==> src/rtl/combo_round_ctrl.sv <==
// Round sequencer for the combo/climax scoring datapath: beat grid, hit judging,
// miss tracking and win/lose decision. All outputs are registered.
//
// state  | meaning
// -------+----------------------------------------------------------
// IDLE   | waiting for start, phase held at 0
// READY  | countdown beats, hits ignored
// PLAY   | scored beats, one verdict per beat
// CLIMAX | scored like PLAY, a miss drops back to PLAY
// RESULT | round over, won/beat_cnt/miss_cnt held until next start
module combo_round_ctrl #(
   parameter int unsigned BEAT_DIV    = 50,
   parameter int unsigned WINDOW      = 5,
   parameter int unsigned READY_BEATS = 4,
   parameter int unsigned ROUND_BEATS = 16,
   parameter int unsigned MAX_MISS    = 3
) (
   input  logic       clk_i,
   input  logic       rst_i,
   input  logic       start_i,
   input  logic       hit_i,
   input  logic       climax_in_i,
   output logic       niceplay_o,
   output logic       combo_clr_o,
   output logic       beat_o,
   output logic [2:0] state_o,
   output logic [7:0] beat_cnt_o,
   output logic [2:0] miss_cnt_o,
   output logic       done_o,
   output logic       won_o
);

   typedef enum logic [2:0] {
      S_IDLE   = 3'd0,
      S_READY  = 3'd1,
      S_PLAY   = 3'd2,
      S_CLIMAX = 3'd3,
      S_RESULT = 3'd4
   } state_t;

   localparam logic [7:0] PH_LAST  = 8'(BEAT_DIV - 1);
   localparam logic [7:0] WIN      = 8'(WINDOW);
   localparam logic [3:0] RDY_LAST = 4'(READY_BEATS - 1);
   localparam logic [7:0] RB       = 8'(ROUND_BEATS);
   localparam logic [2:0] MM       = 3'(MAX_MISS);

   state_t     state_q, state_d;
   logic [7:0] phase_q, phase_d;
   logic [3:0] ready_q, ready_d;
   logic [7:0] beat_cnt_q, beat_cnt_d;
   logic [2:0] miss_cnt_q, miss_cnt_d;
   logic       scored_q, scored_d;
   logic       won_q, won_d;
   logic       niceplay_q, niceplay_d;
   logic       combo_clr_q, combo_clr_d;
   logic       beat_q, beat_d;
   logic       done_q, done_d;

   logic eob;
   logic in_play;
   logic nice;
   logic miss;

   assign eob     = (phase_q == PH_LAST);
   assign in_play = (state_q == S_PLAY) || (state_q == S_CLIMAX);
   // A hit on the EOB cycle falls outside the window, so it and the EOB share one verdict.
   assign nice    = in_play && hit_i && !scored_q && (phase_q < WIN);
   assign miss    = in_play && !scored_q && (eob || (hit_i && (phase_q >= WIN)));

   always_ff @(posedge clk_i) begin
      if (rst_i) begin
         state_q     <= S_IDLE;
         phase_q     <= 8'd0;
         ready_q     <= 4'd0;
         beat_cnt_q  <= 8'd0;
         miss_cnt_q  <= 3'd0;
         scored_q    <= 1'b0;
         won_q       <= 1'b0;
         niceplay_q  <= 1'b0;
         combo_clr_q <= 1'b0;
         beat_q      <= 1'b0;
         done_q      <= 1'b0;
      end else begin
         state_q     <= state_d;
         phase_q     <= phase_d;
         ready_q     <= ready_d;
         beat_cnt_q  <= beat_cnt_d;
         miss_cnt_q  <= miss_cnt_d;
         scored_q    <= scored_d;
         won_q       <= won_d;
         niceplay_q  <= niceplay_d;
         combo_clr_q <= combo_clr_d;
         beat_q      <= beat_d;
         done_q      <= done_d;
      end
   end

   always_comb begin
      state_d    = state_q;
      phase_d    = phase_q;
      ready_d    = ready_q;
      beat_cnt_d = beat_cnt_q;
      miss_cnt_d = miss_cnt_q;
      scored_d   = scored_q;
      won_d      = won_q;
      case (state_q)
         S_IDLE, S_RESULT: begin
            if (start_i) begin
               state_d    = S_READY;
               phase_d    = 8'd0;
               ready_d    = 4'd0;
               beat_cnt_d = 8'd0;
               miss_cnt_d = 3'd0;
               scored_d   = 1'b0;
               won_d      = 1'b0;
            end
         end
         S_READY: begin
            phase_d = eob ? 8'd0 : phase_q + 8'd1;
            if (eob) begin
               if (ready_q == RDY_LAST) begin
                  state_d    = S_PLAY;
                  ready_d    = 4'd0;
                  beat_cnt_d = 8'd0;
                  miss_cnt_d = 3'd0;
                  scored_d   = 1'b0;
               end else begin
                  ready_d = ready_q + 4'd1;
               end
            end
         end
         S_PLAY, S_CLIMAX: begin
            phase_d  = eob ? 8'd0 : phase_q + 8'd1;
            scored_d = eob ? 1'b0 : (scored_q | nice | miss);
            if (eob) begin
               beat_cnt_d = beat_cnt_q + 8'd1;
            end
            if (miss && (miss_cnt_q != 3'd7)) begin
               miss_cnt_d = miss_cnt_q + 3'd1;
            end
            // Miss limit is checked first so a simultaneous final beat still loses.
            if (miss_cnt_d >= MM) begin
               state_d = S_RESULT;
               phase_d = 8'd0;
               won_d   = 1'b0;
            end else if (beat_cnt_d >= RB) begin
               state_d = S_RESULT;
               phase_d = 8'd0;
               won_d   = 1'b1;
            end else if (state_q == S_PLAY) begin
               if (climax_in_i) begin
                  state_d = S_CLIMAX;
               end
            end else if (miss) begin
               state_d = S_PLAY;
            end
         end
         default: begin
            state_d = S_IDLE;
            phase_d = 8'd0;
         end
      endcase
   end

   always_comb begin
      niceplay_d  = nice;
      combo_clr_d = miss || (start_i && ((state_q == S_IDLE) || (state_q == S_RESULT)));
      beat_d      = (phase_d == 8'd0) &&
                    ((state_d == S_READY) || (state_d == S_PLAY) || (state_d == S_CLIMAX));
      done_d      = (state_d == S_RESULT);
   end

   assign niceplay_o  = niceplay_q;
   assign combo_clr_o = combo_clr_q;
   assign beat_o      = beat_q;
   assign state_o     = state_q;
   assign beat_cnt_o  = beat_cnt_q;
   assign miss_cnt_o  = miss_cnt_q;
   assign done_o      = done_q;
   assign won_o       = won_q;

endmodule

==> config.mk <==
export PLATFORM = sky130hd
export DESIGN_NAME = combo_round_ctrl
export DESIGN_NICKNAME = d
export VERILOG_FILES = /design/src/rtl/combo_round_ctrl.sv
export SDC_FILE = /design/constraint.sdc
export NUM_CORES = 1
export LEC_CHECK = 0
export ABC_AREA = 0
export CAP_MARGIN = 20
export CORE_ASPECT_RATIO = 0.75
export CORE_MARGIN = 3
export CORE_UTILIZATION = 35
export DETAILED_ROUTE_END_ITERATION = 12
export HOLD_SLACK_MARGIN = 0.08
export PLACE_DENSITY_LB_ADDON = 0.2
export RECOVER_POWER = 100
export REMOVE_ABC_BUFFERS = 1
export SLEW_MARGIN = 20
export SYNTH_ARGS = -nofsm -noshare
export SYNTH_HDL_FRONTEND = slang
export SYNTH_SLANG_ARGS = --single-unit
==> constraint.sdc <==
create_clock -name clk_i -period 8.2 [get_ports clk_i]
set_input_delay 2.05 -clock clk_i [delete_from_list [all_inputs] [get_ports clk_i]]
set_output_delay 2.05 -clock clk_i [all_outputs]
set_load 0.05 [all_outputs]
==> summary by stage <==
Status
The flow ran to the end, and the final reports show no timing, DRC or antenna violations.

Global route
Global routing finished with a remaining overflow of 0. The first global-routing pass estimated around 7.4 mm of wire. The number of antenna violations at the first check in global routing is 0. The maximum number of pins on one net before global-route repair is 26. The via count of the first global-routing pass was 1514.

For this run, the total global-route usage over all layers was measured as 0.158.

Floorplanning
The die covers about 0.0062 sq mm. 24 I/O pins were placed. The die outline width is between 80 and 90 microns.

The floorplan has 22 rows. The initial core utilization is 0.369. The chip height is 68.7 microns. The area of the core is roughly 0.0050 sq mm.

Setup path
The critical path is of the in2reg type. The worst register-to-register path has a depth of 10. The worst register-to-register path has a setup slack of a little under 5 ns. The highest net fanout along the worst path is 8. Data on the critical path arrives at its endpoint at 4.83 ns. The endpoint identified for the worst register-to-register timing path is phase_q[6].

The sort of element at the end of the critical path is a register. STA classifies the critical path startpoint as an input port. At the worst endpoint, the required time is 8.39 ns. The launch point of the worst reg-to-reg path is phase_q[1].

Clock network
The tree built by TritonCTS fans out to 32 sinks. The tree is rooted in a clkbuf_8. The number of gates resized after CTS was 0. The buffer count from post-CTS setup fixing is 0. The clock passes through at most 2 buffers. The worst-skew pair later-pin latency is 0.30 ns. After clock tree synthesis, the clock-pin slew on the worst setup and hold paths is roughly 0.08 ns. The cts-stage hold buffer count is 0. The CTS tree is yes. The count of H-tree levels built during CTS is 2. The CTS buffer count is 5.

Timing
The share of the clock period used by the worst path after layout is 0.566. The tightest hold path in the finished design has a slack of 0.497 ns. The clock arrives with 0.00872 ns of skew. The setup TNS after final layout is 0 ns. Setup repair after global routing left no endpoint under its margin. The relative slew slack is 0.224. Setup violations remaining at the end of the flow were counted as 0. The slew at the pin with the worst max-slew slack is 1.16 ns. Timing would allow up to 0.216 GHz. The final period demand of the worst path is 4.64 ns.

The final count of hold timing violations came to 0. The number of max-slew violations in the final report is 0.

Synthesis
The number of flops mapped to enable cells by yosys is 0. The most used flip-flop cell after synthesis is dfxtp_1. Ranked by total cell area, the synthesized netlist is headed by dfxtp_1, nor2_1, ha_1.

The cell count after synthesis came out at about 230. In this run, synthesis produced a sequential element count of 32. The top cell type's share of synthesized area is 0.349. The commonest cells after synthesis are nor2_1, dfxtp_1, nand2_1, a21oi_1. The sequential share of the synthesized area is 0.349. The netlist uses 49 different library cells. Of all flip-flops after synthesis, the portion carrying an async set or reset was 0.

Each instance of the synthesized netlist takes up on average roughly 8.0 sq um. nor2_1 is the most common cell in the netlist. The cell area after synthesis is 0.00184 sq mm. For this run, the number of Yosys warnings is 0.

The library cell occupying the most area in the post-synthesis netlist is dfxtp_1.

Layout
In the final layout, the multi-input gates occupy 0.00108 sq mm. Once layout is done, the placed cells without fillers occupy around 0.0022 sq mm. The final instance count without filler cells is 322.

For this run, the post-layout net count is 261. The layout cell share with drive strength beyond 1 is 0.0600. The number of diodes added for antenna fixing is 0. Relative to the synthesized area, the layout overhead comes to 18.1%. Registers take 641 sq um.

Fill cells in the final layout number 504.

Hold path
The class of the worst hold path is reg2reg. The depth of the worst hold-timing path is 2. The beginning of the worst hold path is ready_q[1]. The path with the worst hold slack has its endpoint at ready_q[1].

Route
After detailed routing, the number of vias per cell comes to slightly above 5. The residual antenna-violating net count after detailed routing is 0. For this block, the initial DRC count from the detailed router was 50. The total iterations of the first detailed-routing run is 4. The wire length after detailed routing is approximately 4.3 mm.

The average routed wire per standard cell is 13.4 microns. The number of vias after detailed routing is 1653. For this run, design rule violations remaining after detail routing come to 0.

Place
The number of placed cells counting well taps is 314. The final weighted congestion in routability-driven placement is 0.828. The post-detailed-placement half-perimeter wirelength is 3.17 mm. The count of buffers added on input and output ports is 23. After detailed placement, the total cell area comes to 0.00212 sq mm.

Run
Max-cap violations in this run came to 0.

Power and ir drop
Across the VDD grid, the largest voltage drop is 61.9 uV. The total power divided by cell area is 147 mW/mm^2. After layout, the design draws a total of 318 uW.

For this design the static power due to leakage is 0.000801 uW.
## routing by layer
layer  share of wire  global-route usage  vias up
met4           0.010              0.0558        0
li1                -                   -      855
met3           0.057              0.0439        5
met5               0                   0        -
met2            0.41               0.212       36
met1            0.53               0.235      757
## how the worst max path moves through the flow
stage / from / end / slack [ns] / depth (start not counted)
2_1_floorplan: hit_i / beat_o / 4.42 / 8
4_1_cts: hit_i / beat_o / 4.00 / 9
3_3_place_gp: hit_i / beat_o / 3.73 / 9
5_1_grt: hit_i / phase_q[6] / 3.23 / 9
6_report: hit_i / phase_q[6] / 3.56 / 9
3_5_place_dp: hit_i / beat_o / 3.68 / 9
## report_power, final
group / total (uW) / leakage, uW / internal, uW / switching [uW]
Combinational: 30.7 / 0.000502 / 10.9 / 19.8
Clock: 127 / 0.0000404 / 60.1 / 67.0
Sequential: 160 / 0.000259 / 158 / 2.53
Total: 318 / 0.000801 / 229 / 89.3
## per-stage QoR
| stage | setup slack [ns] | util |
|---|---|---|
| after global placement | 3.73 | 0.425 |
| after global routing | 3.23 | 0.435 |
| after detailed placement | 3.68 | 0.425 |
| after floorplan | 4.42 | - |
| final | 3.56 | 0.435 |
| after CTS | 4.00 | 0.443 |
## cell usage in the layout (no fill, tap or decap), types with 5 or more instances in the layout
cell,count
ha_1,7
nor3_1,6
inv_1,7
dfxtp_1,32
clkbuf_8,5
a22oi_1,5
nand2_1,22
nand3_1,7
a21oi_1,17
dlygate4sd3_1,22
nor2_1,41
o21ai_0,9
## worst max-delay path, cell delays in order
cell           delay [ns]
dlygate4sd3_1        0.60
nand2_1              0.07
o211ai_1             0.25
o2111ai_1            0.16
a221oi_1             0.48
a21oi_1              0.30
nor2_1               0.50
a31oi_1              0.15
a311oi_1             0.25
## cell families after synthesis
group | count (synthesis) | share of synthesized area
simple gates | 107 | 0.296
compound gates | 51 | 0.191
flops | 32 | 0.349
buf+inv | 19 | 0.0443
xor+xnor | 8 | 0.0381
fa+ha+maj | 7 | 0.0477
mux | 5 | 0.0341
## area by class of cell
class / count / area share
multi-input cells: 178 / 0.497
flip-flops and latches: 32 / 0.295
repair buffers: 25 / 0.111
well taps: 72 / 0.0415
clock buffers: 5 / 0.0317
inverters: 7 / 0.0121
clock inverters: 3 / 0.0110
## state kept, by name, indices dropped and copies added (netlist names)
register and cells:
beat_o 1, done_o 1, ready_q 4, scored_q 1, combo_clr_o 1, miss_cnt_o 3
won_o 1, niceplay_o 1, beat_cnt_o 8, state_o 3, phase_q 8
Note: power is estimated with default switching activity, not from simulation.
